### config.mk
export PLATFORM = sky130hd
export DESIGN_NAME = mem_ctrl_flat
export DESIGN_NICKNAME = d
export VERILOG_FILES = /design/src/rtl/mem_ctrl_pkg.sv /design/src/rtl/mem_ctrl_if.sv /design/src/rtl/mem_timeout_cnt.sv /design/src/rtl/mem_ctrl.sv /design/src/flat_wrapper.sv
export SDC_FILE = /design/constraint.sdc
export NUM_CORES = 1
export LEC_CHECK = 0
export CELL_PAD_IN_SITES_DETAIL_PLACEMENT = 0
export CELL_PAD_IN_SITES_GLOBAL_PLACEMENT = 1
export CORE_ASPECT_RATIO = 1.75
export CORE_UTILIZATION = 31
export DETAILED_ROUTE_END_ITERATION = 16
export HOLD_SLACK_MARGIN = 0.15
export PLACE_DENSITY = 0.86
export SETUP_SLACK_MARGIN = 0.15
export SLEW_MARGIN = 20
export SYNTH_ARGS = -nofsm -noshare
export SYNTH_HDL_FRONTEND = slang
export SYNTH_SLANG_ARGS = --single-unit
### constraint.sdc
create_clock -name clock -period 3 [get_ports clock]
set_input_delay 0.45 -clock clock [delete_from_list [all_inputs] [get_ports clock]]
set_output_delay 0.45 -clock clock [all_outputs]
set_load 0.05 [all_outputs]
### src/rtl/mem_ctrl_pkg.sv
// Shared definitions for the memory access controller: state encoding and
// default widths/timeout used by mem_ctrl, its interface and the timeout counter.
package mem_ctrl_pkg;

  localparam int unsigned DefAddrWidth     = 9;
  localparam int unsigned DefDataWidth     = 32;
  localparam int unsigned DefTimeoutCycles = 15;

  typedef enum logic [1:0] {
    StIdle = 2'd0,
    StReq  = 2'd1,
    StDone = 2'd2
  } state_e;

endpackage

### src/rtl/mem_ctrl_if.sv
// Bundle of control-unit command/status and memory req/ack signals around mem_ctrl.
// master = the controller itself, slave = the surrounding control unit and memory.
interface mem_ctrl_if
  import mem_ctrl_pkg::*;
#(
  parameter int unsigned ADDR_WIDTH = DefAddrWidth,
  parameter int unsigned DATA_WIDTH = DefDataWidth
) ();

  logic                  read_req;
  logic                  write_req;
  logic [ADDR_WIDTH-1:0] addr;
  logic [DATA_WIDTH-1:0] wdata;
  logic                  busy;
  logic                  done;
  logic [DATA_WIDTH-1:0] Mdatain;
  logic                  mdr_read;
  logic                  mem_req;
  logic                  mem_we;
  logic [ADDR_WIDTH-1:0] mem_addr;
  logic [DATA_WIDTH-1:0] mem_wdata;
  logic                  mem_ack;
  logic [DATA_WIDTH-1:0] mem_rdata;
  logic                  timeout_err;

  modport master (
    input  read_req, write_req, addr, wdata, mem_ack, mem_rdata,
    output busy, done, Mdatain, mdr_read, mem_req, mem_we, mem_addr, mem_wdata, timeout_err
  );

  modport slave (
    output read_req, write_req, addr, wdata, mem_ack, mem_rdata,
    input  busy, done, Mdatain, mdr_read, mem_req, mem_we, mem_addr, mem_wdata, timeout_err
  );

endinterface

### src/rtl/mem_timeout_cnt.sv
// Load/count/expire counter bounding how long mem_ctrl waits for mem_ack.
// Only instantiated when MEM_CTRL_TIMEOUT_EN is defined.
module mem_timeout_cnt #(
  parameter int unsigned Cycles = 15
) (
  input  logic clk_i,
  input  logic rst_i,
  input  logic load_i,
  input  logic en_i,
  output logic expire_o
);

  localparam int unsigned CntW = (Cycles > 1) ? $clog2(Cycles) : 1;

  logic [CntW-1:0] cnt_q, cnt_d;

  always_comb begin
    cnt_d = cnt_q;
    if (load_i) begin
      cnt_d = '0;
    end else if (en_i) begin
      cnt_d = cnt_q + 1'b1;
    end
  end

  always_ff @(posedge clk_i or posedge rst_i) begin
    if (rst_i) begin
      cnt_q <= '0;
    end else begin
      cnt_q <= cnt_d;
    end
  end

  // Fires during the Cycles-th enabled cycle after a load.
  assign expire_o = en_i && (cnt_q == CntW'(Cycles - 1));

endmodule

### src/rtl/mem_ctrl.sv
// MAR/MDR to main-memory access controller: one read/write per command, req/ack
// handshake, MDR load strobe on reads. MEM_CTRL_TIMEOUT_EN adds an ack timeout.
module mem_ctrl
  import mem_ctrl_pkg::*;
#(
  parameter int unsigned ADDR_WIDTH     = DefAddrWidth,
  parameter int unsigned DATA_WIDTH     = DefDataWidth,
  parameter int unsigned TIMEOUT_CYCLES = DefTimeoutCycles
) (
  input  logic       clock,
  input  logic       clear,
  mem_ctrl_if.master bus
);

  state_e                state_q, state_d;
  logic                  we_q, we_d;
  logic                  tmo_q, tmo_d;
  logic [ADDR_WIDTH-1:0] addr_q, addr_d;
  logic [DATA_WIDTH-1:0] wdata_q, wdata_d;
  logic [DATA_WIDTH-1:0] rdata_q, rdata_d;
  logic                  accept;
  logic                  expire;

  assign accept = (state_q == StIdle) && (bus.read_req || bus.write_req);

`ifdef MEM_CTRL_TIMEOUT_EN
  mem_timeout_cnt #(
    .Cycles(TIMEOUT_CYCLES)
  ) u_timeout (
    .clk_i   (clock),
    .rst_i   (clear),
    .load_i  (accept),
    .en_i    (state_q == StReq),
    .expire_o(expire)
  );
`else
  logic unused_timeout;
  assign unused_timeout = ^TIMEOUT_CYCLES;
  assign expire         = 1'b0;
`endif

  always_comb begin
    state_d = state_q;
    we_d    = we_q;
    tmo_d   = tmo_q;
    addr_d  = addr_q;
    wdata_d = wdata_q;
    rdata_d = rdata_q;
    unique case (state_q)
      StIdle: begin
        if (accept) begin
          we_d    = !bus.read_req;  // read wins when both are requested
          tmo_d   = 1'b0;
          addr_d  = bus.addr;
          wdata_d = bus.wdata;
          state_d = StReq;
        end
      end
      StReq: begin
        if (bus.mem_ack) begin
          if (!we_q) begin
            rdata_d = bus.mem_rdata;
          end
          state_d = StDone;
        end else if (expire) begin
          tmo_d   = 1'b1;
          state_d = StDone;
        end
      end
      StDone:  state_d = StIdle;
      default: state_d = StIdle;
    endcase
  end

  always_ff @(posedge clock or posedge clear) begin
    if (clear) begin
      state_q <= StIdle;
      we_q    <= 1'b0;
      tmo_q   <= 1'b0;
      addr_q  <= '0;
      wdata_q <= '0;
      rdata_q <= '0;
    end else begin
      state_q <= state_d;
      we_q    <= we_d;
      tmo_q   <= tmo_d;
      addr_q  <= addr_d;
      wdata_q <= wdata_d;
      rdata_q <= rdata_d;
    end
  end

  assign bus.busy        = (state_q != StIdle);
  assign bus.done        = (state_q == StDone);
  assign bus.mdr_read    = (state_q == StDone) && !we_q && !tmo_q;
  assign bus.mem_req     = (state_q == StReq);
  assign bus.mem_we      = we_q;
  assign bus.mem_addr    = addr_q;
  assign bus.mem_wdata   = wdata_q;
  assign bus.Mdatain     = rdata_q;
  assign bus.timeout_err = tmo_q;

endmodule

### src/flat_wrapper.sv
// flat-port wrapper written by rule: the top's interface ports become plain ports
module mem_ctrl_flat import mem_ctrl_pkg::*;
#(
  parameter int unsigned ADDR_WIDTH     = DefAddrWidth,
  parameter int unsigned DATA_WIDTH     = DefDataWidth,
  parameter int unsigned TIMEOUT_CYCLES = DefTimeoutCycles
)
  (clock, clear, bus_read_req, bus_write_req, bus_addr, bus_wdata, bus_mem_ack, bus_mem_rdata, bus_busy, bus_done, bus_Mdatain, bus_mdr_read, bus_mem_req, bus_mem_we, bus_mem_addr, bus_mem_wdata, bus_timeout_err);
  mem_ctrl_if #(.ADDR_WIDTH(ADDR_WIDTH), .DATA_WIDTH(DATA_WIDTH)) bus_i ();
  input  logic clock;
  input  logic clear;
  input wire logic [$bits(bus_i.read_req)-1:0] bus_read_req;
  input wire logic [$bits(bus_i.write_req)-1:0] bus_write_req;
  input wire logic [$bits(bus_i.addr)-1:0] bus_addr;
  input wire logic [$bits(bus_i.wdata)-1:0] bus_wdata;
  input wire logic [$bits(bus_i.mem_ack)-1:0] bus_mem_ack;
  input wire logic [$bits(bus_i.mem_rdata)-1:0] bus_mem_rdata;
  output wire logic [$bits(bus_i.busy)-1:0] bus_busy;
  output wire logic [$bits(bus_i.done)-1:0] bus_done;
  output wire logic [$bits(bus_i.Mdatain)-1:0] bus_Mdatain;
  output wire logic [$bits(bus_i.mdr_read)-1:0] bus_mdr_read;
  output wire logic [$bits(bus_i.mem_req)-1:0] bus_mem_req;
  output wire logic [$bits(bus_i.mem_we)-1:0] bus_mem_we;
  output wire logic [$bits(bus_i.mem_addr)-1:0] bus_mem_addr;
  output wire logic [$bits(bus_i.mem_wdata)-1:0] bus_mem_wdata;
  output wire logic [$bits(bus_i.timeout_err)-1:0] bus_timeout_err;
  assign bus_i.read_req = bus_read_req;
  assign bus_i.write_req = bus_write_req;
  assign bus_i.addr = bus_addr;
  assign bus_i.wdata = bus_wdata;
  assign bus_i.mem_ack = bus_mem_ack;
  assign bus_i.mem_rdata = bus_mem_rdata;
  assign bus_busy = bus_i.busy;
  assign bus_done = bus_i.done;
  assign bus_Mdatain = bus_i.Mdatain;
  assign bus_mdr_read = bus_i.mdr_read;
  assign bus_mem_req = bus_i.mem_req;
  assign bus_mem_we = bus_i.mem_we;
  assign bus_mem_addr = bus_i.mem_addr;
  assign bus_mem_wdata = bus_i.mem_wdata;
  assign bus_timeout_err = bus_i.timeout_err;
  mem_ctrl #(.ADDR_WIDTH(ADDR_WIDTH), .DATA_WIDTH(DATA_WIDTH), .TIMEOUT_CYCLES(TIMEOUT_CYCLES)) u_core (.clock(clock), .clear(clear), .bus(bus_i));
endmodule
==> run summary <==
Placement Cell Area: 0.00466 mm²
DP Wirelength: 5.37 mm
Seq cells post-synth: 76
vias post-DR: 2035
cts hold-fix bufs: 0
Syn Std Cell Area: 0.00305 mm²
hold_ws: 489 ps
Post-CTS Setup Bufs: 0
RSZ-0062 raised after global routing: no
DRT iter0 DRCs: 41
I/O Pins: 157
post-synth cell types: 17
PwrDens: 1390 mW/mm²
# H-tree levels: 3
first-pass GRT wire length: 11.7 mm
total CTS buffers: 9
Final Hold Fails: 0
largest fanout on the critical path: 6
FMAX: 0.424 GHz
core area: 0.00953 mm²
vias in the first global route: 2325
Tightest Pin Transition: 832 ps
mean routed wirelength per cell: 15.9 µm
Peak VDD IR: 0.653 mV
commonest cells in the netlist: dfrtp_1, mux2_2, mux2_4
CP Data Arrival Time: 1910 ps
Synth Warn #: 0
Setup Viol. Count Final: 0
Startpoint Class: flip-flop
most common cell in the netlist: dfrtp_1
antenna cells: 0
layout cells sized above 1: 27.6%
sequential share of the synthesized area: 62.4%
grt total ovfl: 0
Die ar.: 0.0102 mm²
Worst Skew: 6.84 ps
Yosys top cell by area: dfrtp_1
synth-to-layout area growth: 64.0%
Crit Path Class: reg2out
CTS resizes: 0
Initial Util: 32.0%
Clock Sinks: 76
share of the synthesized area in the top cell type: 62.4%
Port Buffers: 155
Avg Vias per Cell: 4.43
Worst Path Required: 2550 ps
Total GRT Usage: 15.4%
Syn Nets: 250
WL final: 7.31 mm
maximum clock path buffer count: 2
Post-synth EDFFs: 0
Tot Pwr: 6.94 mW
pin count of the biggest net entering global routing: 42
DRT antenna net count: 0
CTS tree: built
worst setup margin: 642 ps
worst hold path type: reg2reg
# DRC: 0
syn avg cell area: 17.7 µm²
Clock transition at path regs: 50 ps
setup TNS: 0 ps
Placed Cells: 443
clk root buf: clkbuf_16
fin area: 0.00500 mm²
Die Width: 77.0 µm
Util after Layout: 52.5%
status: complete, no violations
Tmin final: 2360 ps
synth top area cells: dfrtp_1, mux2_2, mux2_4
fin. max-slew vios: 0
Worst path max stage delay: 810 ps
Crit. End Element: output pin
initial antenna violation count: 0
Setup Slack @ Placement: 747 ps
fin nets: 410
max-cap violations: 0
slew margin rel.: 44.4%
Clk Latency, worst-skew pair: 330 ps
Die Ht: 133 µm
# rows: 47
leak pwr: 2.10 nW
slowest CP cell: clkdlybuf4s50_1
Top cell by count, worst path: nor2b_1
drt first pass iters: 3
global placement routability congestion: 0.767
Synth async-reset ratio: 100%
period utilisation layout: 78.6%
CP top delay family: buffers and inverters
Cell Chain, Critical Path: nor2b_1 > nor2b_1 > clkdlybuf4s50_1
Syn Inst Count: 172
Most used DFF post-synth: dfrtp_1
non-filler cells, final: 459
WP buf/inv: 1
[area by class of cell]
cell class                      instances  area (µm²)
Timing Repair Buffer                  158        1590
Clock buffer                           11         233
Multi-Input combinational cell         85        1020
Fill cell                             838        4530
Clock inverter                          5         100
Inverter                                2        7.51
Sequential cell                        76        1900
Tap cell                              122         153
[kinds of logic after synthesis]
family,share of synthesized area (%)
buffers and inverters,4.31
DFF,62.4
and+or+nand+nor,1.68
AOI/OAI and AO/OA,0.821
muxes,30.7
other,0.123
[state kept, by name, summed over array words and instances, names as in the netlist]
signal and flops:
u_core.bus.Mdatain 32, u_core.state_q 2, u_core.bus.mem_we 1, u_core.bus.mem_wdata 32, u_core.bus.mem_addr 9
[path summary, 6_finish.rpt]
| path | slack, ps | startpoint | to | depth (start not counted) |
|---|---|---|---|---|
| setup / recovery | 640 | u_core.state_q[0] | bus_mdr_read | 3 |
| hold / removal | 490 | u_core.state_q[1] | u_core.state_q[0] | 1 |
| setup reg to reg | 1210 | u_core.state_q[0] | u_core.bus.mem_wdata[16] | 4 |
| hold reg to reg | 490 | u_core.state_q[1] | u_core.state_q[0] | 1 |
| max in group asynchronous | 1680 | clear | u_core.bus.Mdatain[14] | 3 |
| min in group asynchronous | 610 | clear | u_core.bus.Mdatain[2] | 2 |
[layer usage]
layer / track usage [%] / up-vias / wire length, µm
met2: 27.1 / 89 / 4000
met4: 10.9 / 0 / 369
met5: 0 / - / 0
li1: - / 918 / -
met3: 4.32 / 23 / 418
met1: 15.3 / 1005 / 2520
[worst reg2reg max path, stage by stage (launching register included)]
cell	delay, ps
dfrtp_1	430
nor2_1	210
o21a_2	170
buf_4	440
mux2_2	420
[power by group]
part	internal, mW	leakage, nW	switching, mW
clock network	0.810	0.163	0.402
registers	1.54	0.893	0.279
logic	1.52	1.04	2.39
total	3.87	2.10	3.07
[cells in the final DEF, fill, tap and decap left out]
master,instances
clkdlybuf4s50_1,155
clkbuf_1,2
and3b_1,1
a21oi_1,2
inv_2,1
mux2_4,30
mux2_2,43
a211oi_1,1
buf_12,1
nor2_1,1
conb_1,1
bufinv_16,3
nor3_1,1
o21a_2,1
dfrtp_1,76
clkinv_2,2
inv_1,1
nor2b_4,1
clkbuf_16,9
nor2b_1,2
and2b_1,1
buf_4,2
Note: power is estimated with default switching activity, not from simulation.
